[config.mk]
export PLATFORM = sky130hd
export DESIGN_NAME = kp_scanner
export DESIGN_NICKNAME = d
export VERILOG_FILES = /design/src/rtl/kp_scanner.sv
export SDC_FILE = /design/constraint.sdc
export NUM_CORES = 1
export LEC_CHECK = 0
export CELL_PAD_IN_SITES_DETAIL_PLACEMENT = 2
export CELL_PAD_IN_SITES_GLOBAL_PLACEMENT = 2
export CORE_AREA = 2 2 96 98
export CTS_CLUSTER_DIAMETER = 150
export CTS_CLUSTER_SIZE = 30
export DETAILED_ROUTE_END_ITERATION = 10
export DIE_AREA = 0 0 98 100
export GPL_TIMING_DRIVEN = 0
export PLACE_DENSITY_LB_ADDON = 0.1
export SETUP_SLACK_MARGIN = 0.1
export SYNTH_ARGS = -nofsm -noshare
export SYNTH_HDL_FRONTEND = slang
export SYNTH_SLANG_ARGS = --single-unit
[constraint.sdc]
create_clock -name clk256 -period 4.4 [get_ports clk256]
set_input_delay 0.88 -clock clk256 [delete_from_list [all_inputs] [get_ports clk256]]
set_output_delay 0.88 -clock clk256 [all_outputs]
set_load 0.1 [all_outputs]
[src/rtl/kp_scanner.sv]
// 4x4 matrix keypad scanner: column scan, row synchronizer, debounce and make/break
// keycode generation for the alarm-clock controller's key bus.
module kp_scanner #(
    parameter int unsigned SCAN_CYCLES  = 4,
    parameter int unsigned DEBOUNCE     = 2,
    parameter int unsigned BREAK_CYCLES = 2
) (
    input  logic       clk256,
    input  logic       reset,
    input  logic [3:0] row_n,
    output logic [3:0] col_n,
    output logic [7:0] key,
    output logic       key_strobe
);

    localparam int unsigned CycW = $clog2(SCAN_CYCLES);
    localparam int unsigned DebW = $clog2(DEBOUNCE + 1);
    localparam int unsigned BrkW = (BREAK_CYCLES > 1) ? $clog2(BREAK_CYCLES) : 1;

    localparam logic [7:0] KpInvalid     = 8'h00;
    localparam logic [7:0] KpKeyReleased = 8'hF0;

    typedef enum logic [2:0] {
        StIdle, StDebPress, StPressed, StDebRelease, StBreak, StBreakCode
    } state_e;

    function automatic logic [7:0] key_map(input logic [1:0] r, input logic [1:0] c);
        logic [7:0] code;
        case ({r, c})
            4'h0: code = 8'h69;
            4'h1: code = 8'h72;
            4'h2: code = 8'h7A;
            4'h4: code = 8'h6B;
            4'h5: code = 8'h73;
            4'h6: code = 8'h74;
            4'h8: code = 8'h6C;
            4'h9: code = 8'h75;
            4'hA: code = 8'h7D;
            4'hC: code = 8'h7C;
            4'hD: code = 8'h70;
            4'hE: code = 8'h7B;
            default: code = KpInvalid;  // A-D columns are unmapped
        endcase
        return code;
    endfunction

    logic [3:0]      row_meta_q, row_sync_q;
    logic [CycW-1:0] cyc_q, cyc_d;
    logic [1:0]      col_q, col_d;
    logic [1:0]      hits_q, hits_d;
    logic [7:0]      cand_q, cand_d;
    state_e          state_q, state_d;
    logic [7:0]      code_q, code_d;
    logic [DebW-1:0] deb_q, deb_d, deb_inc;
    logic [BrkW-1:0] brk_q, brk_d;
    logic [7:0]      key_q, key_d;
    logic            strobe_q, strobe_d;

    logic       slot_end, scan_done;
    logic [3:0] closed;
    logic [2:0] col_hits, hit_sum;
    logic [1:0] hits_sat, row_idx;
    logic [7:0] cand, result;

    assign col_n      = ~(4'b0001 << col_q);
    assign key        = key_q;
    assign key_strobe = strobe_q;

    // Scan accumulation: count closed keys (saturating at 2) and remember the lone key's code.
    always_comb begin
        slot_end  = (cyc_q == CycW'(SCAN_CYCLES - 1));
        scan_done = slot_end && (col_q == 2'd3);
        closed    = ~row_sync_q;
        col_hits  = {2'b0, closed[0]} + {2'b0, closed[1]} + {2'b0, closed[2]}
                  + {2'b0, closed[3]};
        row_idx = 2'd3;
        if (closed[2]) row_idx = 2'd2;
        if (closed[1]) row_idx = 2'd1;
        if (closed[0]) row_idx = 2'd0;
        hit_sum  = {1'b0, hits_q} + col_hits;
        hits_sat = (hit_sum >= 3'd2) ? 2'd2 : hit_sum[1:0];
        cand     = (col_hits == 3'd1) ? key_map(row_idx, col_q) : cand_q;
        result   = (hits_sat == 2'd1) ? cand : KpInvalid;

        cyc_d  = slot_end ? '0 : cyc_q + CycW'(1);
        col_d  = slot_end ? col_q + 2'd1 : col_q;
        hits_d = hits_q;
        cand_d = cand_q;
        if (scan_done) begin
            hits_d = '0;
            cand_d = KpInvalid;
        end else if (slot_end) begin
            hits_d = hits_sat;
            cand_d = cand;
        end
    end

    always_comb begin
        state_d  = state_q;
        code_d   = code_q;
        deb_d    = deb_q;
        brk_d    = brk_q;
        key_d    = key_q;
        strobe_d = 1'b0;
        deb_inc  = (deb_q == DebW'(DEBOUNCE)) ? deb_q : deb_q + DebW'(1);

        case (state_q)
            StIdle: begin
                if (scan_done && result != KpInvalid) begin
                    code_d = result;
                    deb_d  = DebW'(1);
                    if (DEBOUNCE == 1) begin
                        state_d  = StPressed;
                        key_d    = result;
                        strobe_d = 1'b1;
                    end else begin
                        state_d = StDebPress;
                    end
                end
            end
            StDebPress: begin
                if (scan_done) begin
                    if (result == code_q) begin
                        deb_d = deb_inc;
                        if (deb_inc == DebW'(DEBOUNCE)) begin
                            state_d  = StPressed;
                            key_d    = code_q;
                            strobe_d = 1'b1;
                        end
                    end else begin
                        state_d = StIdle;
                        deb_d   = '0;
                    end
                end
            end
            StPressed: begin
                if (scan_done && result != code_q) begin
                    deb_d = DebW'(1);
                    if (DEBOUNCE == 1) begin
                        state_d  = StBreak;
                        key_d    = KpKeyReleased;
                        strobe_d = 1'b1;
                        brk_d    = '0;
                    end else begin
                        state_d = StDebRelease;
                    end
                end
            end
            StDebRelease: begin
                if (scan_done) begin
                    if (result != code_q) begin
                        deb_d = deb_inc;
                        if (deb_inc == DebW'(DEBOUNCE)) begin
                            state_d  = StBreak;
                            key_d    = KpKeyReleased;
                            strobe_d = 1'b1;
                            brk_d    = '0;
                        end
                    end else begin
                        state_d = StPressed;
                        deb_d   = '0;
                    end
                end
            end
            // Scan results are deliberately ignored while the break sequence plays out.
            StBreak: begin
                if (brk_q == BrkW'(BREAK_CYCLES - 1)) begin
                    state_d  = StBreakCode;
                    key_d    = code_q;
                    strobe_d = 1'b1;
                    brk_d    = '0;
                end else begin
                    brk_d = brk_q + BrkW'(1);
                end
            end
            StBreakCode: begin
                if (brk_q == BrkW'(BREAK_CYCLES - 1)) begin
                    state_d  = StIdle;
                    key_d    = KpInvalid;
                    strobe_d = 1'b1;
                    brk_d    = '0;
                    deb_d    = '0;
                    code_d   = KpInvalid;
                end else begin
                    brk_d = brk_q + BrkW'(1);
                end
            end
            default: begin
                state_d = StIdle;
                key_d   = KpInvalid;
            end
        endcase
    end

    always_ff @(posedge clk256 or negedge reset) begin
        if (!reset) begin
            row_meta_q <= 4'b1111;
            row_sync_q <= 4'b1111;
            cyc_q      <= '0;
            col_q      <= '0;
            hits_q     <= '0;
            cand_q     <= KpInvalid;
            state_q    <= StIdle;
            code_q     <= KpInvalid;
            deb_q      <= '0;
            brk_q      <= '0;
            key_q      <= KpInvalid;
            strobe_q   <= 1'b0;
        end else begin
            row_meta_q <= row_n;
            row_sync_q <= row_meta_q;
            cyc_q      <= cyc_d;
            col_q      <= col_d;
            hits_q     <= hits_d;
            cand_q     <= cand_d;
            state_q    <= state_d;
            code_q     <= code_d;
            deb_q      <= deb_d;
            brk_q      <= brk_d;
            key_q      <= key_d;
            strobe_q   <= strobe_d;
        end
    end

endmodule

## Word level (Yosys, flattened, before mapping)

Memory sizes are Yosys's and may differ from the RTL's.
Index checks and enable logic that the tools add are counted.

| cells by class | value |
|---|---|
| add/sub/neg operators | 8 |
| $lt $le $gt $ge | 1 |
| eq/ne operators | 25 |
| shift operators | 1 |
| mux-type cells | 54 |
| bitwise logic cells | 3 |
| reductions and logical operators | 16 |

Operators with widths:

| kind | count |
|---|---|
| 8-bit 2-to-1 mux | 13 |
| 8-bit one-hot mux with 5 select lines | 1 |
| 3-bit 2-to-1 mux | 10 |
| 2-bit 2-to-1 mux | 14 |
| 2-bit != test (second input constant) | 10 |
| 3-bit one-hot mux with 6 select lines | 1 |
| 8-bit one-hot mux with 2 select lines | 1 |
| 1-bit 2-to-1 mux | 11 |
| 2-bit one-hot mux with 5 select lines | 1 |
| 9-bit AND reduction | 1 |
| 2-bit == test (second input constant) | 4 |
| 8-bit == test | 1 |
| 8-bit != test | 1 |
| 4-bit NOT | 2 |
| 8-bit AND reduction | 1 |
| 8-bit nonzero test | 1 |
| 2-bit by 1-bit adder with 2-bit output (second input constant) | 3 |
| 3-bit by 1-bit == test with 1-bit output (second input constant) | 2 |
| 3-bit by 2-bit == test with 1-bit output (second input constant) | 2 |
| 3-bit == test (second input constant) | 2 |
| 3-bit != test (second input constant) | 2 |
| 6-bit AND reduction | 1 |
| 2-bit nonzero test | 3 |
| 5-bit nonzero test | 1 |
| 16 further kinds | 19 |

| word-level totals | value |
|---|---|
| bits in registers | 45 |
| ROM bits | 112 |
| bits of input ports | 6 |
| output and inout port bits | 13 |
| logic and storage cells | 121 |
| memories | 1 |

Memories:

| memory | depth | bits a word | read ports | clocked after Yosys merged registers in | wr ports | line | source |
|---|---|---|---|---|---|---|---|
| (no name shown) | 16 | 7 | 1 | 0 | 0 | 29 | `case ({r, c})` |

## Logic depth before layout (Yosys ltp)

Gate-level depths: netlist of the first run.

| depth | value |
|---|---|
| word-level depth | 13 |
| mapped depth | 18 |
| mapped depth without buffers | 17 |

## Least setup slack after synthesis of the first run

OpenSTA, ideal clock, no wires.

| timing | value |
|---|---|
| path type | register to register |
| start | register row_sync_q[0] |
| end | register key_q[0], in the netlist key[0] |
| library setup time | 143 ps |
| arrival | 4394 ps |
| data required time | 4257 ps |
| setup slack | -137 ps |
| stages on the path, launching flop included | 17 |
| path buffers | 1 |
| period minus slack after synthesis | 4537 ps |
| cells stage by stage | dfstp_2 -> inv_2 -> fa_1 -> ha_1 -> ha_1 -> fa_1 -> nand2b_1 -> or2_2 -> clkbuf_1 -> o311a_1 -> o2111a_1 -> nand2_4 -> inv_2 -> ha_1 -> a211oi_1 -> o31ai_4 -> mux2i_1 |

| on the way | value |
|---|---|
| longest elaborated chain between the ends | 12 |
| elaborated cells between the ends (all ways) | 18 |
| those cells by class | add/sub: 4; order compare: 1; eq/ne: 6; mux: 4; bitwise: 1; reduce/logical: 1; memory: 1 |

RTL lines:

| what | line | source |
|---|---|---|
| from (decl) | 47 | `logic [3:0] row_meta_q, row_sync_q;` |
| from (signal assigned) | 211 | `row_sync_q <= row_meta_q;` |
| 4-bit NOT * | 73 | `closed = ~row_sync_q;` |
| 1-bit by 1-bit adder with 2-bit output | 74 | `col_hits = {2'b0, closed[0]} + {2'b0, closed[1]} + {2'b0, closed[2]}` |
| 2-bit by 1-bit adder with 3-bit output | 74 |  |
| 3-bit by 1-bit adder with 3-bit output | 75 | `+ {2'b0, closed[3]};` |
| 2-bit by 3-bit adder with 3-bit output | 80 | `hit_sum = {1'b0, hits_q} + col_hits;` |
| 3-bit by 2-bit >= comparator with 1-bit output | 81 | `hits_sat = (hit_sum >= 3'd2) ? 2'd2 : hit_sum[1:0];` |
| 2-bit 2-to-1 mux | 81 |  |
| 2-bit by 1-bit == test with 1-bit output | 83 | `result = (hits_sat == 2'd1) ? cand : KpInvalid;` |
| 8-bit 2-to-1 mux * | 83 |  |
| 8-bit == test or 8-bit != test (tied branches) | 123, 151 |  |
| 2-bit != test (no line) | n/a |  |
| 9-bit AND reduction (no line) * | n/a |  |
| to (signal assigned) | 207 | `key_q <= KpInvalid;` |
| to (signal assigned) | 220 | `key_q <= key_d;` |
| to (decl) | 56 | `logic [7:0] key_q, key_d;` |

Mark *: on every way between the ends. The rest lies on a longest branch, timed or not.
A chain may end at the register's enable or synchronous reset.

## Final worst setup path of the first run

| timing | value |
|---|---|
| start | register row_sync_q[0] |
| end | register key_q[4], in the netlist key[4] |

Same word-level chain as after synthesis.

==> results of run 1 <==
-- cells in the final DEF (no fill, tap or decap), drive strengths merged, types with 3 or more instances in the layout --
cell type and instances:
ha 13, nand3 13, or4 3, nor2b 3
inv 27, o2bb2ai 5, nand2b 4, nor4 5
o21ai 11, nor3 10, o41ai 5, o31ai 13
buf 26, dfstp 8, clkdlybuf4s50 17, clkbuf 14
clkinv 4, o221ai 4, and2 3, dfrtp 37
nor2 18, nand2 25, o22ai 6, mux2i 10
or3 3, a21oi 21, a211oi 4
-- final cells by class --
cell class,count,area share
multi-input combinational,220,0.479
buffer,14,0.0223
timing repair buffer,38,0.0914
sequential,45,0.306
clock inverter,3,0.0128
clock buffer,5,0.0185
inverter,29,0.0320
tap,111,0.0374
-- power by group --
group / switching, mW / internal, mW
Clock: 0.160 / 0.174
Combinational: 0.995 / 0.610
Sequential: 0.0715 / 0.496
Total: 1.23 / 1.28
-- layer usage --
layer / vias to the layer above / GRT usage / share of wire
met5: - / 0 / 0
met4: 0 / 0.0438 / 0.012
met3: 8 / 0.0209 / 0.021
met2: 22 / 0.335 / 0.49
met1: 1328 / 0.275 / 0.48
li1: 1218 / - / -
-- registers in the layout (all words and copies together) (netlist names), 2 cells and up --
register and cells:
col_q 2, cand_q 8, cyc_q 2, row_sync_q 4
deb_q 2, hits_q 2, key 8, code_q 8
state_q 3, row_meta_q 4
-- cells in the mapped netlist (all sizes together) (2+ instances only) --
cell	number	area (µm²)
o311a	2	20.0
or2	2	12.5
xor2	2	17.5
fa	2	40.0
o221ai	4	41.3
o41ai	5	51.3
o211ai	2	15.0
a41oi	2	17.5
nand3	13	65.1
o21ai	11	55.1
nor2b	3	18.8
or4	3	22.5
mux2i	10	100
a31oi	2	12.5
a21oi	21	105
buf	4	28.8
or3	3	18.8
clkinv	3	11.3
dfstp	8	210
nand2b	4	25.0
dfrtp	37	926
a211oi	4	30.0
o31ai	13	121
nor4	5	37.5
inv	26	97.6
a21o	2	15.0
xnor2	2	17.5
clkbuf	10	37.5
and2	3	21.3
ha	13	163
o22ai	6	37.5
nand2	25	101
nor3	10	50.1
o2bb2ai	5	43.8
nor2	18	70.1
-- path summary, 6_finish.rpt --
kind | start | endpoint | slack, ns | cells past startpoint
worst min-delay path | row_meta_q[0] | row_sync_q[0] | 0.36 | 0
worst max-delay path | row_sync_q[0] | key[4] | 0.03 | 16
min in group asynchronous | reset | col_q[1] | 0.51 | 1
worst min register to register | row_meta_q[0] | row_sync_q[0] | 0.36 | 0
worst max register to register | row_sync_q[0] | key[4] | 0.03 | 16
max in group asynchronous | reset | code_q[2] | 3.37 | 2
-- worst max-delay path: stages, from the launching register on --
cell,delay [ns]
dfstp_2,0.59
clkinv_4,0.06
fa_1,0.50
ha_4,0.19
ha_4,0.23
fa_2,0.40
xor2_4,0.22
buf_6,0.13
or2_4,0.25
or4_4,0.52
o2111a_2,0.18
nand2_4,0.10
inv_6,0.05
ha_4,0.18
a211oi_4,0.25
o31ai_4,0.21
mux2i_1,0.16
-- stage by stage --
step | total power [mW] | setup slack (ns) | utilization
after global routing | 2.68 | -0.127 | 0.417
after CTS | 2.41 | 0.0467 | 0.402
final | 2.51 | 0.0329 | 0.417
after floorplan | 1.53 | 0.102 | -
after global placement | 1.85 | -0.555 | 0.366
after detailed placement | 1.87 | -0.586 | 0.367
-- what timing repair did --
action,in CTS,in global routing
setup endpoints to repair,23,23
gates cloned,0,0
pin swaps,11,14
buffers inserted,10,9
gates resized for setup,23,19
-- cell families after synthesis --
logic type | Yosys count | synth area share
and+or+nand+nor | 96 | 0.176
AOI/OAI and AO/OA | 94 | 0.249
DFF | 45 | 0.393
buffers and inverters | 43 | 0.0606
adders and majority gates | 15 | 0.0701
muxes | 11 | 0.0398
xor gates and xnor gates | 4 | 0.0121
==> results.sh, run 1 <==
export IMPL_status="complete, no violations"
export IMPL_nets=374
export IMPL_setup_viol=0
export IMPL_fin_crit_ns=4.37
export IMPL_place_congestion=0.860
export IMPL_track_usage=0.198
export IMPL_grt_max_degree=29
export IMPL_routedWlPerCell_um=20.1
export IMPL_grt_pass1_vias=2770
export IMPL_setup_tns_ns=0
export IMPL_cts_buffer_depth=2
export IMPL_stdcell_area_mm2=0.00371
export IMPL_synth_flop_cell="dfrtp_1"
export IMPL_vias=2576
export IMPL_synth_cell_types=71
export IMPL_drive_gt1_frac=0.240
export IMPL_p_leak_nw=1.56
export IMPL_cp_max_fo=8
export IMPL_relSlewSlack=0.284
export IMPL_power_density_mw_per_mm2=675
export IMPL_htree_levels=2
export IMPL_drt_iter0_drc=60
export IMPL_ys_seq_elements=45
export IMPL_firstDrtPassIters=5
export IMPL_netlist_instances=308
export IMPL_critical_path_arrival_ns=4.53
export IMPL_clk_latency_ns=0.30
export IMPL_cts_sinks=45
export IMPL_grt_remaining_overflow=0
export IMPL_die_h_um=100
export IMPL_netlist_area_mm2=0.00289
export IMPL_io_buffers=18
export IMPL_viasPerCell=5.54
export IMPL_max_cap_violations=0
export IMPL_die_w_um=98
export IMPL_cts_root_buffer="clkbuf_8"
export IMPL_antenna_found_initial=0
export IMPL_endpoint_kind="register"
export IMPL_core_mm2=0.00889
export IMPL_wirelength_um=9360
export IMPL_yosys_warnings=0
export IMPL_placed_cells=438
export IMPL_hold_path_class="register to register"
export IMPL_cts_tree="done"
export IMPL_rsz0062_at_grt="true"
export IMPL_synth_edf_count=0
export IMPL_synth_fp_nets=329
export IMPL_nFillCells=970
export IMPL_slew_viol_final=0
export IMPL_cts_buffers=5
export IMPL_path_clk_slew_ns=0.09
export IMPL_grt_pass1_wl_um=15400
export IMPL_start_util=0.325
export IMPL_cts_hold_buffers=0
export IMPL_report_final_hold_viol_count=0
export IMPL_areaGrowthSynthToFinish_pct=28.2
export IMPL_avgSynthCellArea_um2=9.39
export IMPL_cp_start_kind="register"
export IMPL_worstSetupPathType="register to register"
export IMPL_layout_area_seq_mm2=0.00114
export IMPL_critPathRequiredTime_ns=4.56
export IMPL_fin_cells=465
export IMPL_timing_final_crit_share=0.993
export IMPL_place_area_mm2=0.00326
export IMPL_hold_slack_ns=0.362
export IMPL_ant_nets=0
export IMPL_multi_input_area_mm2=0.00178
export IMPL_std_cell_rows=35
export IMPL_yosysSeqAreaShare=0.393
export IMPL_fmaxAchievable_mhz=229
export IMPL_finClkSkew_ns=0.00892
export IMPL_worstMarginPinSlew_ns=1.07
export IMPL_diodes=0
export IMPL_drc=0
export IMPL_ir_drop_mv=0.363
export IMPL_place_hpwl_um=6710
export IMPL_ios=19
export IMPL_die_area_mm2=0.00980
export IMPL_synthArstFlopShare=1.00
(Power assumes the default switching activity.)
==> run 2: changes to the inputs <==
- clock period: 4.4 -> 3.67 ns (I/O delays scaled with it)
==> results.sh, run 2 (same netlist as run 1, synthesis figures left out) <==
export IMPL_status="complete, but fails checks"
export IMPL_violations="negative setup slack"
export IMPL_relSlewSlack=0.279
export IMPL_critPathRequiredTime_ns=3.84
export IMPL_rsz0062_at_grt="true"
export IMPL_vias=2664
export IMPL_timing_final_crit_share=1.17
export IMPL_place_hpwl_um=6800
export IMPL_r2r_end="key[6]"
export IMPL_hold_slack_ns=0.357
export IMPL_finalWorstSetupSlack_ns=-0.637
export IMPL_worstMarginPinSlew_ns=1.07
export IMPL_layout_area_seq_mm2=0.00114
export IMPL_fmaxAchievable_mhz=232
export IMPL_start_util=0.325
export IMPL_cp_start_kind="register"
export IMPL_min_delay_start="row_meta_q[2]"
export IMPL_max_cap_violations=0
export IMPL_htree_levels=2
export IMPL_path_clk_slew_ns=0.10
export IMPL_die_area_mm2=0.00980
export IMPL_cts_buffers=5
export IMPL_ios=19
export IMPL_worstSetupPathType="register to register"
export IMPL_final_cell_mix="dfrtp_1, buf_4, inv_1, nand2_1, a21oi_1"
export IMPL_grt_remaining_overflow=0
export IMPL_multi_input_area_mm2=0.00184
export IMPL_drc=0
export IMPL_cp_max_fo=8
export IMPL_firstDrtPassIters=4
export IMPL_nets=383
export IMPL_die_w_um=98
export IMPL_slew_viol_final=0
export IMPL_areaGrowthSynthToFinish_pct=33.3
export IMPL_cts_root_buffer="clkbuf_8"
export IMPL_viasPerCell=5.62
export IMPL_cts_tree="done"
export IMPL_std_cell_rows=35
export IMPL_setup_tns_ns=-11.51
export IMPL_routedWlPerCell_um=20.6
export IMPL_cp_endpoint="key[6]"
export IMPL_critPathLaunch="row_sync_q[0]"
export IMPL_diodes=0
export IMPL_place_congestion=0.816
export IMPL_drive_gt1_frac=0.275
export IMPL_fin_cells=474
export IMPL_grt_pass1_vias=2893
export IMPL_setup_viol=23
export IMPL_clk_latency_ns=0.31
export IMPL_placed_cells=438
export IMPL_antenna_found_initial=0
export IMPL_hold_path_class="register to register"
export IMPL_drt_iter0_drc=55
export IMPL_track_usage=0.205
export IMPL_die_h_um=100
export IMPL_finalPower_mw=3.23
export IMPL_power_density_mw_per_mm2=837
export IMPL_mostFrequentLayoutCell="dfrtp_1"
export IMPL_wirelength_um=9770
export IMPL_grt_max_degree=28
export IMPL_fin_crit_ns=4.31
export IMPL_io_buffers=18
export IMPL_ant_nets=0
export IMPL_rr_startpoint="row_sync_q[0]"
export IMPL_report_final_hold_viol_count=0
export IMPL_p_leak_nw=1.64
export IMPL_cts_sinks=45
export IMPL_cts_buffer_depth=2
export IMPL_r2r_cells=16
export IMPL_core_mm2=0.00889
export IMPL_nFillCells=951
export IMPL_ir_drop_mv=0.433
export IMPL_critical_path_arrival_ns=4.48
export IMPL_reg2reg_slack_ns=-0.64
export IMPL_grt_pass1_wl_um=15800
export IMPL_endpoint_kind="register"
export IMPL_finClkSkew_ns=0.0127
==> run 2: worst min path at each step <==
stage                     to  depth (start not counted)
6_report       row_sync_q[2]                          0
5_1_grt        row_sync_q[1]                          0
3_5_place_dp   row_sync_q[3]                          0
3_3_place_gp   row_sync_q[3]                          0
4_1_cts        row_sync_q[3]                          0
2_1_floorplan  row_sync_q[0]                          0
==> run 2: layout make-up <==
| class | instances | share of cell area |
|---|---|---|
| well taps | 111 | 0.0360 |
| inverters | 29 | 0.0295 |
| flip-flops and latches | 45 | 0.295 |
| multi-input cells | 220 | 0.478 |
| clock inverters | 2 | 0.00909 |
| plain buffers | 14 | 0.0260 |
| clock buffers | 6 | 0.0188 |
| repair buffers | 47 | 0.107 |
==> run 2: through the flow <==
step | util | instance area (µm²) | worst slack (ns)
after floorplan | - | 3010 | -0.432
after global placement | 0.374 | 3330 | -0.993
after detailed placement | 0.376 | 3340 | -1.02
after CTS | 0.418 | 3710 | -0.616
after global routing | 0.434 | 3850 | -0.767
final | 0.434 | 3850 | -0.637
==> run 2: metal layers <==
layer / wire length, µm / vias to the layer above / GRT usage / part of all wire
met5: 0 / - / 0 / 0
met4: 122 / 0 / 0.0556 / 0.012
met3: 194 / 10 / 0.0272 / 0.020
met2: 4980 / 30 / 0.351 / 0.51
met1: 4470 / 1378 / 0.274 / 0.46
li1: - / 1246 / - / -
==> run 2: worst max-delay path, cell delays in order, from the launching register on <==
cell,delay (ns)
dfstp_2,0.58
inv_4,0.04
fa_1,0.49
ha_4,0.19
ha_4,0.27
fa_2,0.46
nand2b_4,0.17
or2_4,0.28
or3_4,0.40
o311a_4,0.13
o2111a_2,0.18
nand2_4,0.08
inv_4,0.05
ha_4,0.18
a211oi_4,0.27
o31ai_4,0.21
mux2i_1,0.17
==> run 2: power breakdown <==
part           internal [mW]  total [mW]  leakage, nW  switching [mW]
clock                  0.203       0.388       0.0552           0.185
sequential             0.595       0.682        0.588          0.0868
combinational          0.879        2.16        0.994            1.28
total                   1.68        3.23         1.64            1.55
==> run 2: timing repair <==
item / in CTS / in global routing
endpoints found under the setup margin: 23 / 23
pin swaps: 21 / 11
buffers inserted: 17 / 11
gates resized for setup: 22 / 21
hold buffers: 0 / 0
==> run 3: changes to the inputs <==
- SLEW_MARGIN: unset -> 20
==> results of run 3 <==
Final layout, timing and power as in run 2 (identical DEF).
